### src/rtl/cpu_types_pkg.sv
// Shared CPU datapath types plus the writeback-arbiter entry format and defaults.
package cpu_types_pkg;

  typedef logic [31:0] word_t;
  typedef logic [4:0]  regbits_t;

  // Default number of long-latency FIFO entries
  localparam int WB_DEPTH_DEFAULT = 4;

  // One buffered long-latency result; live=0 marks an entry that must never be written
  typedef struct packed {
    logic     live;
    regbits_t rd;
    word_t    data;
  } wb_entry_t;

  // One-hot decode of a register index into a 32-bit register mask
  function automatic word_t reg_onehot(input regbits_t r);
    word_t m;
    m    = '0;
    m[r] = 1'b1;
    return m;
  endfunction

endpackage

### src/rtl/wb_fifo.sv
// Long-latency result FIFO for the writeback arbiter. Exposes the raw entry array,
// an occupancy mask and a per-entry live-clear input so the arbiter can squash
// WAW-superseded results and build the pending-destination mask.
module wb_fifo
  import cpu_types_pkg::*;
#(
  parameter int DEPTH = WB_DEPTH_DEFAULT
) (
  input  logic                     CLK,
  input  logic                     RST,
  input  logic                     flush,
  input  logic                     push,
  input  wb_entry_t                push_entry,
  input  logic                     pop,
  input  logic [DEPTH-1:0]         clr_mask,
  output wb_entry_t                entries [DEPTH],
  output logic [DEPTH-1:0]         occupied,
  output wb_entry_t                head,
  output logic                     empty,
  output logic                     full,
  output logic [$clog2(DEPTH):0]   count,
  output logic [$clog2(DEPTH)-1:0] rd_ptr
);

  localparam int PTR_W = $clog2(DEPTH);
  localparam int CNT_W = PTR_W + 1;

  wb_entry_t          mem [DEPTH];
  logic [PTR_W-1:0]   wr_ptr;

  // Pointer and occupancy bookkeeping; flush and reset both return to the empty state
  always_ff @(posedge CLK) begin
    // NOTE: sequential state uses non-blocking assignments so every flop samples pre-edge values.
    if (RST || flush) begin
      wr_ptr <= '0;
      rd_ptr <= '0;
      count  <= '0;
    end else begin
      if (push) wr_ptr <= wr_ptr + 1'b1;
      if (pop)  rd_ptr <= rd_ptr + 1'b1;
      case ({push, pop})
        2'b10:   count <= count + 1'b1;
        2'b01:   count <= count - 1'b1;
        default: count <= count;
      endcase
    end
  end

  // Entry storage: write on push, otherwise honour squash requests on the live bit
  always_ff @(posedge CLK) begin
    // NOTE: storage is deliberately not reset; unoccupied slots are masked out by occupied.
    for (int i = 0; i < DEPTH; i++) begin
      if (push && wr_ptr == PTR_W'(i)) mem[i] <= push_entry;
      else if (clr_mask[i])            mem[i].live <= 1'b0;
    end
  end

  // A physical slot is occupied when its distance from the read pointer is below count
  always_comb begin
    logic [PTR_W-1:0] offset;
    // NOTE: every always_comb output gets a default first so no latch can be inferred.
    occupied = '0;
    offset   = '0;
    for (int i = 0; i < DEPTH; i++) begin
      offset      = PTR_W'(i) - rd_ptr;
      occupied[i] = {1'b0, offset} < count;
    end
  end

  assign entries = mem;
  assign head    = mem[rd_ptr];
  assign empty   = (count == '0);
  assign full    = (count == CNT_W'(DEPTH));

endmodule

### src/rtl/wb_arbiter.sv
// Writeback arbiter: merges the ALU result stream (always wins) with the buffered
// long-latency stream onto the single register-file write port, squashes WAW-stale
// FIFO entries and exports the pending-destination mask used for hazard stalls.
// Optional feature macro: WB_FWD_EN adds two combinational forwarding lookup ports.
module wb_arbiter
  import cpu_types_pkg::*;
#(
  parameter int DEPTH = WB_DEPTH_DEFAULT
) (
  input  logic     CLK,
  input  logic     RST,
  input  logic     alu_valid,
  input  regbits_t alu_rd,
  input  word_t    alu_data,
  input  logic     lsu_valid,
  output logic     lsu_ready,
  input  regbits_t lsu_rd,
  input  word_t    lsu_data,
  input  logic     flush,
`ifdef WB_FWD_EN
  input  regbits_t fwd_rsel1,
  input  regbits_t fwd_rsel2,
  output logic     fwd_hit1,
  output logic     fwd_hit2,
  output word_t    fwd_dat1,
  output word_t    fwd_dat2,
`endif
  output logic     rf_wen,
  output regbits_t rf_wsel,
  output word_t    rf_wdat,
  output word_t    pend_mask,
  output logic [15:0] squash_cnt
);

  localparam int PTR_W = $clog2(DEPTH);
  localparam int CNT_W = PTR_W + 1;

  wb_entry_t          entries [DEPTH];
  logic [DEPTH-1:0]   occupied;
  logic [DEPTH-1:0]   clr_mask;
  wb_entry_t          head;
  wb_entry_t          push_entry;
  wb_entry_t          drain_entry;
  logic               fifo_empty;
  logic               fifo_full;
  logic               alu_write;
  logic               fifo_push;
  logic               fifo_pop;
  logic [CNT_W-1:0]   squash_n;
  logic [16:0]        squash_sum;
`ifdef WB_FWD_EN
  logic [PTR_W-1:0]   rd_ptr;
  logic [CNT_W-1:0]   fifo_count;
`endif

  wb_fifo #(.DEPTH(DEPTH)) u_fifo (
    .CLK        (CLK),
    .RST        (RST),
    .flush      (flush),
    .push       (fifo_push),
    .push_entry (push_entry),
    .pop        (fifo_pop),
    .clr_mask   (clr_mask),
    .entries    (entries),
    .occupied   (occupied),
    .head       (head),
    .empty      (fifo_empty),
`ifdef WB_FWD_EN
    .count      (fifo_count),
    .rd_ptr     (rd_ptr),
`else
    .count      (),
    .rd_ptr     (),
`endif
    .full       (fifo_full)
  );

  // No bypass when full: ready depends only on registered occupancy
  assign lsu_ready = ~fifo_full & ~RST;

  // Arbitration: ALU write wins; otherwise drain the head, or pass an incoming result straight through an empty FIFO
  always_comb begin
    alu_write       = alu_valid && (alu_rd != '0);
    push_entry.rd   = lsu_rd;
    push_entry.data = lsu_data;
    // x0 results and results superseded by a same-cycle ALU write are buffered dead
    push_entry.live = (lsu_rd != '0) && !(alu_write && (alu_rd == lsu_rd));
    fifo_push       = lsu_valid && lsu_ready && !flush;
    fifo_pop        = !alu_write && !flush && (!fifo_empty || fifo_push);
    drain_entry     = fifo_empty ? push_entry : head;
  end

  // WAW squash: kill every live buffered result aimed at the register the ALU is writing now
  always_comb begin
    clr_mask = '0;
    squash_n = '0;
    for (int i = 0; i < DEPTH; i++) begin
      clr_mask[i] = alu_write && occupied[i] && entries[i].live && (entries[i].rd == alu_rd);
      squash_n    = squash_n + CNT_W'(clr_mask[i]);
    end
    squash_sum = {1'b0, squash_cnt} + 17'(squash_n);
  end

  // Registered write port: one-cycle rf_wen pulse, select/data held until the next write
  always_ff @(posedge CLK) begin
    if (RST) begin
      rf_wen  <= 1'b0;
      rf_wsel <= '0;
      rf_wdat <= '0;
    end else if (alu_write) begin
      rf_wen  <= 1'b1;
      rf_wsel <= alu_rd;
      rf_wdat <= alu_data;
    end else if (fifo_pop && drain_entry.live) begin
      rf_wen  <= 1'b1;
      rf_wsel <= drain_entry.rd;
      rf_wdat <= drain_entry.data;
    end else begin
      rf_wen  <= 1'b0;
    end
  end

  // Saturating count of entries killed by WAW squash
  always_ff @(posedge CLK) begin
    if (RST)                squash_cnt <= '0;
    else if (squash_sum[16]) squash_cnt <= 16'hFFFF;
    else                    squash_cnt <= squash_sum[15:0];
  end

  // Pending-destination mask: OR of one-hot rd over live occupied entries
  always_comb begin
    pend_mask = '0;
    if (!RST) begin
      for (int i = 0; i < DEPTH; i++) begin
        if (occupied[i] && entries[i].live) pend_mask = pend_mask | reg_onehot(entries[i].rd);
      end
    end
  end

`ifdef WB_FWD_EN
  // Forwarding lookup: output register first, else youngest live FIFO entry with matching rd
  always_comb begin
    logic [PTR_W-1:0] idx;
    fwd_hit1 = 1'b0;
    fwd_dat1 = '0;
    fwd_hit2 = 1'b0;
    fwd_dat2 = '0;
    idx      = '0;
    // Walk oldest to youngest so the youngest match overwrites older ones
    for (int k = 0; k < DEPTH; k++) begin
      idx = rd_ptr + PTR_W'(k);
      if (CNT_W'(k) < fifo_count && entries[idx].live) begin
        if (entries[idx].rd == fwd_rsel1) begin
          fwd_hit1 = 1'b1;
          fwd_dat1 = entries[idx].data;
        end
        if (entries[idx].rd == fwd_rsel2) begin
          fwd_hit2 = 1'b1;
          fwd_dat2 = entries[idx].data;
        end
      end
    end
    if (rf_wen && rf_wsel == fwd_rsel1) begin
      fwd_hit1 = 1'b1;
      fwd_dat1 = rf_wdat;
    end
    if (rf_wen && rf_wsel == fwd_rsel2) begin
      fwd_hit2 = 1'b1;
      fwd_dat2 = rf_wdat;
    end
    // x0 is hardwired and never forwarded
    if (fwd_rsel1 == '0) begin
      fwd_hit1 = 1'b0;
      fwd_dat1 = '0;
    end
    if (fwd_rsel2 == '0) begin
      fwd_hit2 = 1'b0;
      fwd_dat2 = '0;
    end
  end
`endif

endmodule

### config.mk
export PLATFORM = sky130hd
export DESIGN_NAME = wb_arbiter
export DESIGN_NICKNAME = d
export VERILOG_FILES = /design/src/rtl/cpu_types_pkg.sv /design/src/rtl/wb_fifo.sv /design/src/rtl/wb_arbiter.sv
export SDC_FILE = /design/constraint.sdc
export NUM_CORES = 1
export LEC_CHECK = 0
export ABC_AREA = 1
export BUFFER_PORTS_ARGS = -buffer_cell sky130_fd_sc_hd__clkbuf_2
export CAP_MARGIN = 20
export CORE_MARGIN = 3
export CORE_UTILIZATION = 25
export CTS_CLUSTER_SIZE = 24
export DETAILED_ROUTE_END_ITERATION = 10
export GPL_TIMING_DRIVEN = 0
export PLACE_DENSITY_LB_ADDON = 0.12
export SLEW_MARGIN = 20
export SYNTH_ARGS = -nofsm -noshare
export SYNTH_HDL_FRONTEND = slang
export SYNTH_SLANG_ARGS = --single-unit
### constraint.sdc
create_clock -name CLK -period 4.97 [get_ports CLK]
set_input_delay 0.2485 -clock CLK [delete_from_list [all_inputs] [get_ports CLK]]
set_output_delay 0.2485 -clock CLK [all_outputs]
set_load 0.02 [all_outputs]
Word-level counts from Yosys, hierarchy flattened. Cells that the tools add are included.

Register bits after elaboration: 213.

Add/sub/neg operators: 12. $lt $le $gt $ge: 13. Eq/ne operators: 11. Multiplexer cells: 36. Bitwise operators: 7. Reductions and logical operators: 48.

Operators by type and width (number): 2-to-1 mux 32 bit (10); 2-to-1 mux 38 bit (3); bitwise OR 32 bit (3); binary-select mux 38 bit (select 2 bit) (1); logical AND 1 bit (32); equality test 5 bit (5); less-than comparator 5 x 6 -> 1 bit (second input constant) (4); demux 1 bit (select 5 bit) (4); >= comparator 5 x 1 -> 1 bit (second input constant) (4); adder 16 x 3 -> 17 bit (1); 2-to-1 mux 16 bit (1); 2-to-1 mux 1 bit (14); less-than comparator 2 x 3 -> 1 bit (4); nonzero test 2 bit (6); 2-to-1 mux 5 bit (2); nonzero test 5 bit (2); equality test 2 bit (second input constant) (3); case mux 3 bit (2 select lines) (1); adder 2 x 1 -> 2 bit (second input constant) (2); equality test 2 x 1 -> 1 bit (second input constant) (2); logical NOT 1 bit (4); subtractor 1 x 2 -> 2 bit (first input constant) (2); subtractor 2 bit (first input constant) (2); adder 2 x 1 -> 3 bit (1); 12 further kinds (14).

Depth between registers and ports, before layout.
Word-level depth: 15. Depth in mapped cells: 24.

Modules after synthesis. A second synthesis with hierarchy kept.

Cell total of the unflattened synthesis: 1197. Area total of the unflattened synthesis: 10993.0 um^2.

By module, submodules not included: wb_fifo (instances 1, cells an instance 408, area an instance 6202.2 um^2); wb_arbiter (instances 1, cells an instance 789, area an instance 4790.8 um^2).

Worst setup path before layout. OpenSTA, ideal clock, no wires.

Kind: register -> register. Start point: register u_fifo.rd_ptr[0]. End point: register squash_cnt[9]. Data arrival time: 4005 ps. Data required time: 4855 ps. Slack: 850 ps. Cell stages (with the launch flop): 25. Buffers on the path: 3. Period minus slack after synthesis: 4120 ps. Cells stage by stage: dfxtp_1 -> buf_4 -> nor2_1 -> buf_2 -> buf_2 -> nor2_1 -> ha_1 -> a21oi_1 -> o21ai_1 -> nor4_1 -> nand3_1 -> fa_1 -> inv_1 -> fa_1 -> fa_1 -> nand3_1 -> nor2_1 -> nand2_1 -> nor3_2 -> nand2_1 -> inv_1 -> nand2_1 -> nand2_1 -> o21ai_0 -> inv_1.

Cells in the longest elaborated chain, start to end: 10. Elaborated cells on any way between the ends: 25.

Ends and longest elaborated chain: start: declaration (line wb_fifo.sv:22) `output logic [$clog2(DEPTH)-1:0] rd_ptr`; start signal: assignment (line wb_fifo.sv:40) `if (pop) rd_ptr <= rd_ptr + 1'b1;`; subtractor 1 x 2 -> 2 bit (line wb_fifo.sv:65) `offset = PTR_W'(i) - rd_ptr;`; less-than comparator 2 x 3 -> 1 bit (line wb_fifo.sv:66) `occupied[i] = {1'b0, offset} < count;`; logical AND 1 bit (3 in series) (line wb_arbiter.sv:98) `clr_mask[i] = alu_write && occupied[i] && entries[i].live && (entries[i].rd == alu_rd);`; adder 1 x 1 -> 2 bit (line wb_arbiter.sv:99) `squash_n = squash_n + CNT_W'(clr_mask[i]);`; adder 2 x 1 -> 3 bit (line wb_arbiter.sv:99); adder 3 x 1 -> 3 bit (*) (line wb_arbiter.sv:99); adder 16 x 3 -> 17 bit (*) (line wb_arbiter.sv:101) `squash_sum = {1'b0, squash_cnt} + 17'(squash_n);`; 2-to-1 mux 16 bit (*) (line wb_arbiter.sv:126) `else if (squash_sum[16]) squash_cnt <= 16'hFFFF;`; end signal: assignment (line wb_arbiter.sv:127) `else squash_cnt <= squash_sum[15:0];`; end: declaration (line wb_arbiter.sv:32) `output logic [15:0] squash_cnt`.

Every way passes the cells marked *; elsewhere a longest branch is shown, timed or not. A chain may end at the register's enable or synchronous reset.

Worst setup path in the final report. Same ends and word-level chain as after synthesis.

==> metrics.cfg <==
[logic_synthesis]
synthFlopType=edfxtp_1
yosysWarningCount=0
netlist_area_sq_um=10900
synthTopCellsByCount=363 x nand2_1, 152 x edfxtp_1, 104 x nand3_1, 73 x inv_1, 68 x nor2_1
synth-edff-count=152
ys_ff_latch=213
ys_types=44
synthMostInstantiatedCell=nand2_1
synth_area_leaders=edfxtp_1 42%, nand2_1 12%, dfxtp_1 11%
async_flop_share_pct=0
synth_top_cell_by_area=edfxtp_1
syn_inst=1235
yosysSeqAreaShare_pct=52.9
synth_top_area_share_pct=41.7
syn_area_per_cell_sq_um=8.86
synth_fp_nets=1328

[floorplan]
start_util_pct=25.4
die_w_um=215
ios=166
placementRows=76
core_area_sq_um=43200
die-height_um=215
dieArea_sq_um=46300

[sta]
fin_skew_ns=0.0160
max_clock_freq_mhz=215
tightest_slew_ns=0.961
rsz0062_at_grt=true
hold_viol=0
slew_headroom_pct=35.7
setup_viol=0
fin_crit_ns=4.65
period_share_pct=93.5
slew_viol_final=0
setup_tns_ns=0
fin_ws_ns=0.324

[clock_network]
cts_tree=yes
cts-root-buf=clkbuf_16
cts-buffers-inserted=26
cts.htree.levels=1
clock-sinks=213
path_clk_slew_ns=0.06
cts_max_path_buffers=3
clock_latency_ns=0.54

[pwr]
ir_worst_vdd_uv=175
p_switching_mw=1.11
cellPowerDensity_nw_per_um2=315
power_frac_seq_pct=45.1
pwr-share-clk_pct=43.5
internal_power_mw=3.25
swShare_pct=25.6
power.total_mw=4.36
pwr-share-comb_pct=11.3
leakagePower_nw=5.30

[global_route]
grt_pass1_wl_mm=61.1
grt_max_degree=26
antenna_found_initial=1
grt_use_total_pct=17.3
grt_pass1_vias=9466
grt_overflow_total=0

[worst_setup_path]
endpoint_kind=register
path_max_fanout=10
timing.rr.start=u_fifo.rd_ptr[0]
worst_path_dominant_cell_family=adder cells
slowest_stage=fa_1
cp-start-kind=register
worst_ep_required_time_ns=5.39
cp.arrival_ns=5.07
crit_path_max_incr_delay_ns=0.52
crit_chain=buf_4, nand2_2, inv_4, buf_6, nor2_2, ha_1, a21oi_1, o21ai_2, nor4_2, nand3_2, fa_1, inv_1, fa_1, fa_1, nand3_1, nor2_1, nand2_1, nor3_2, nand2_1, inv_1, nand2_2, nand2_1, o21ai_0, inv_1
startpoint=u_fifo.rd_ptr[0]
cp_num_buf_inv=6
worst-setup-path-type=reg2reg

[layout]
fill_cells=4632
area_delta_synth_final_pct=26.6
final_nets=1556
drive_gt1_share_pct=22.1

[place]
io_buffers=159
pre_cts_slack_ns=-0.310
place_congestion=0.843
dp.final_hpwl_mm=29.9

[routing]
wl_per_cell_um=19.7
antenna_left=0
drc=0
viasPerCell=4.60
drtPass1Iterations=5
dr_total_vias=9517
routed_wl_mm=40.8
drt-initial-drc-count=638

[outcome]
status=finished clean

[hold_path]
min_path_type=in2reg
worstHoldStart=lsu_rd[3]

[flow_run]
cap_violations=0

-- cell usage in the layout, fill, tap and decap left out, types with 4 or more instances in the layout --
cell / count
nand2_1: 361
o22ai_1: 23
clkbuf_2: 159
clkbuf_16: 26
nor2_1: 65
ha_1: 10
nand3_2: 23
buf_12: 5
o21ai_0: 35
o2111ai_1: 4
buf_4: 6
clkinv_2: 7
dfxtp_1: 60
dlygate4sd3_1: 35
edfxtp_1: 152
buf_6: 7
nor3_1: 42
a21oi_2: 20
a21oi_1: 67
nor2_2: 6
inv_2: 7
buf_2: 19
or2_2: 9
nor2_4: 5
xnor2_1: 13
nand3_1: 102
xor2_1: 14
inv_1: 71
a22oi_1: 15
clkbuf_1: 32
nand4_1: 13
o21ai_1: 18
nand2_4: 5
fa_1: 4
a31oi_1: 6
-- metrics by stage --
stage | hold WS, ns | cell area [sq um] | cells | utilization (%)
6_report | 0.0180 | 13900 | 2068 | 32.1
5_1_grt | 0.0228 | 13900 | 2068 | 32.1
4_1_cts | 0.00779 | 13800 | 2068 | 32.0
3_5_place_dp | 0.470 | 12600 | 1985 | 29.2
3_3_place_gp | 0.469 | 12500 | 1979 | 28.9
2_1_floorplan | 0.347 | 10900 | 1235 | -
-- layer usage --
metal / up-vias / wire length (um) / track usage (%)
met2: 251 / 19800 / 29.8
li1: 4693 / - / -
met3: 43 / 1970 / 2.66
met1: 4530 / 18400 / 23.3
met5: - / 0 / 0
met4: 0 / 556 / 3.15
-- sequential cells by signal (all words and copies together), names as in the netlist --
signal	flops
u_fifo.count	3
u_fifo.entries	152
rf_wdat	32
u_fifo.rd_ptr	2
rf_wsel	5
squash_cnt	16
rf_wen	1
u_fifo.wr_ptr	2
-- area by class of cell --
type | instances | area [sq um] | area share (%)
multi-input combinational | 878 | 4540 | 32.8
buffer | 61 | 347 | 2.50
tap | 585 | 732 | 5.28
inverter | 82 | 319 | 2.30
clock inverter | 13 | 155 | 1.12
sequential | 213 | 5790 | 41.8
clock buffer | 34 | 691 | 4.98
timing repair buffer | 201 | 1280 | 9.25
antenna | 1 | 2.50 | 0.0181
-- cells by family after synthesis --
group	after synthesis	share of synthesized area (%)
fa+ha+maj	14	1.87
compound gates	196	10.7
xor+xnor	27	2.16
buf+inv	144	6.02
flops	213	52.9
simple gates	641	26.4
-- power groups by stage --
stage / sequential [mW] / clock [mW] / combinational, mW
after CTS: 1.97 / 1.95 / 0.504
after detailed placement: 2.00 / 0 / 0.479
final: 1.97 / 1.90 / 0.494
after global placement: 2.01 / 0 / 0.472
after global routing: 1.97 / 2.01 / 0.543
after floorplan: 2.03 / 0 / 0.241
-- repair_timing --
item / CTS / global route
setup buffers: 1 / 0
pin swaps: 1 / 1
resized for setup: 5 / 9
endpoints found under the setup margin: 16 / 16
hold buffers: 35 / 0
endpoints found under the hold margin: 139 / 0
-- path summary, 6_finish.rpt --
path / to / slack, ns / depth (start not counted)
worst min register to register: rf_wdat[10] / 0.48 / 2
worst max-delay path: squash_cnt[9] / 0.32 / 24
worst max register to register: squash_cnt[9] / 0.32 / 24
worst min-delay path: u_fifo.entries[149] / 0.02 / 1
Note: power is estimated with default switching activity, not from simulation.
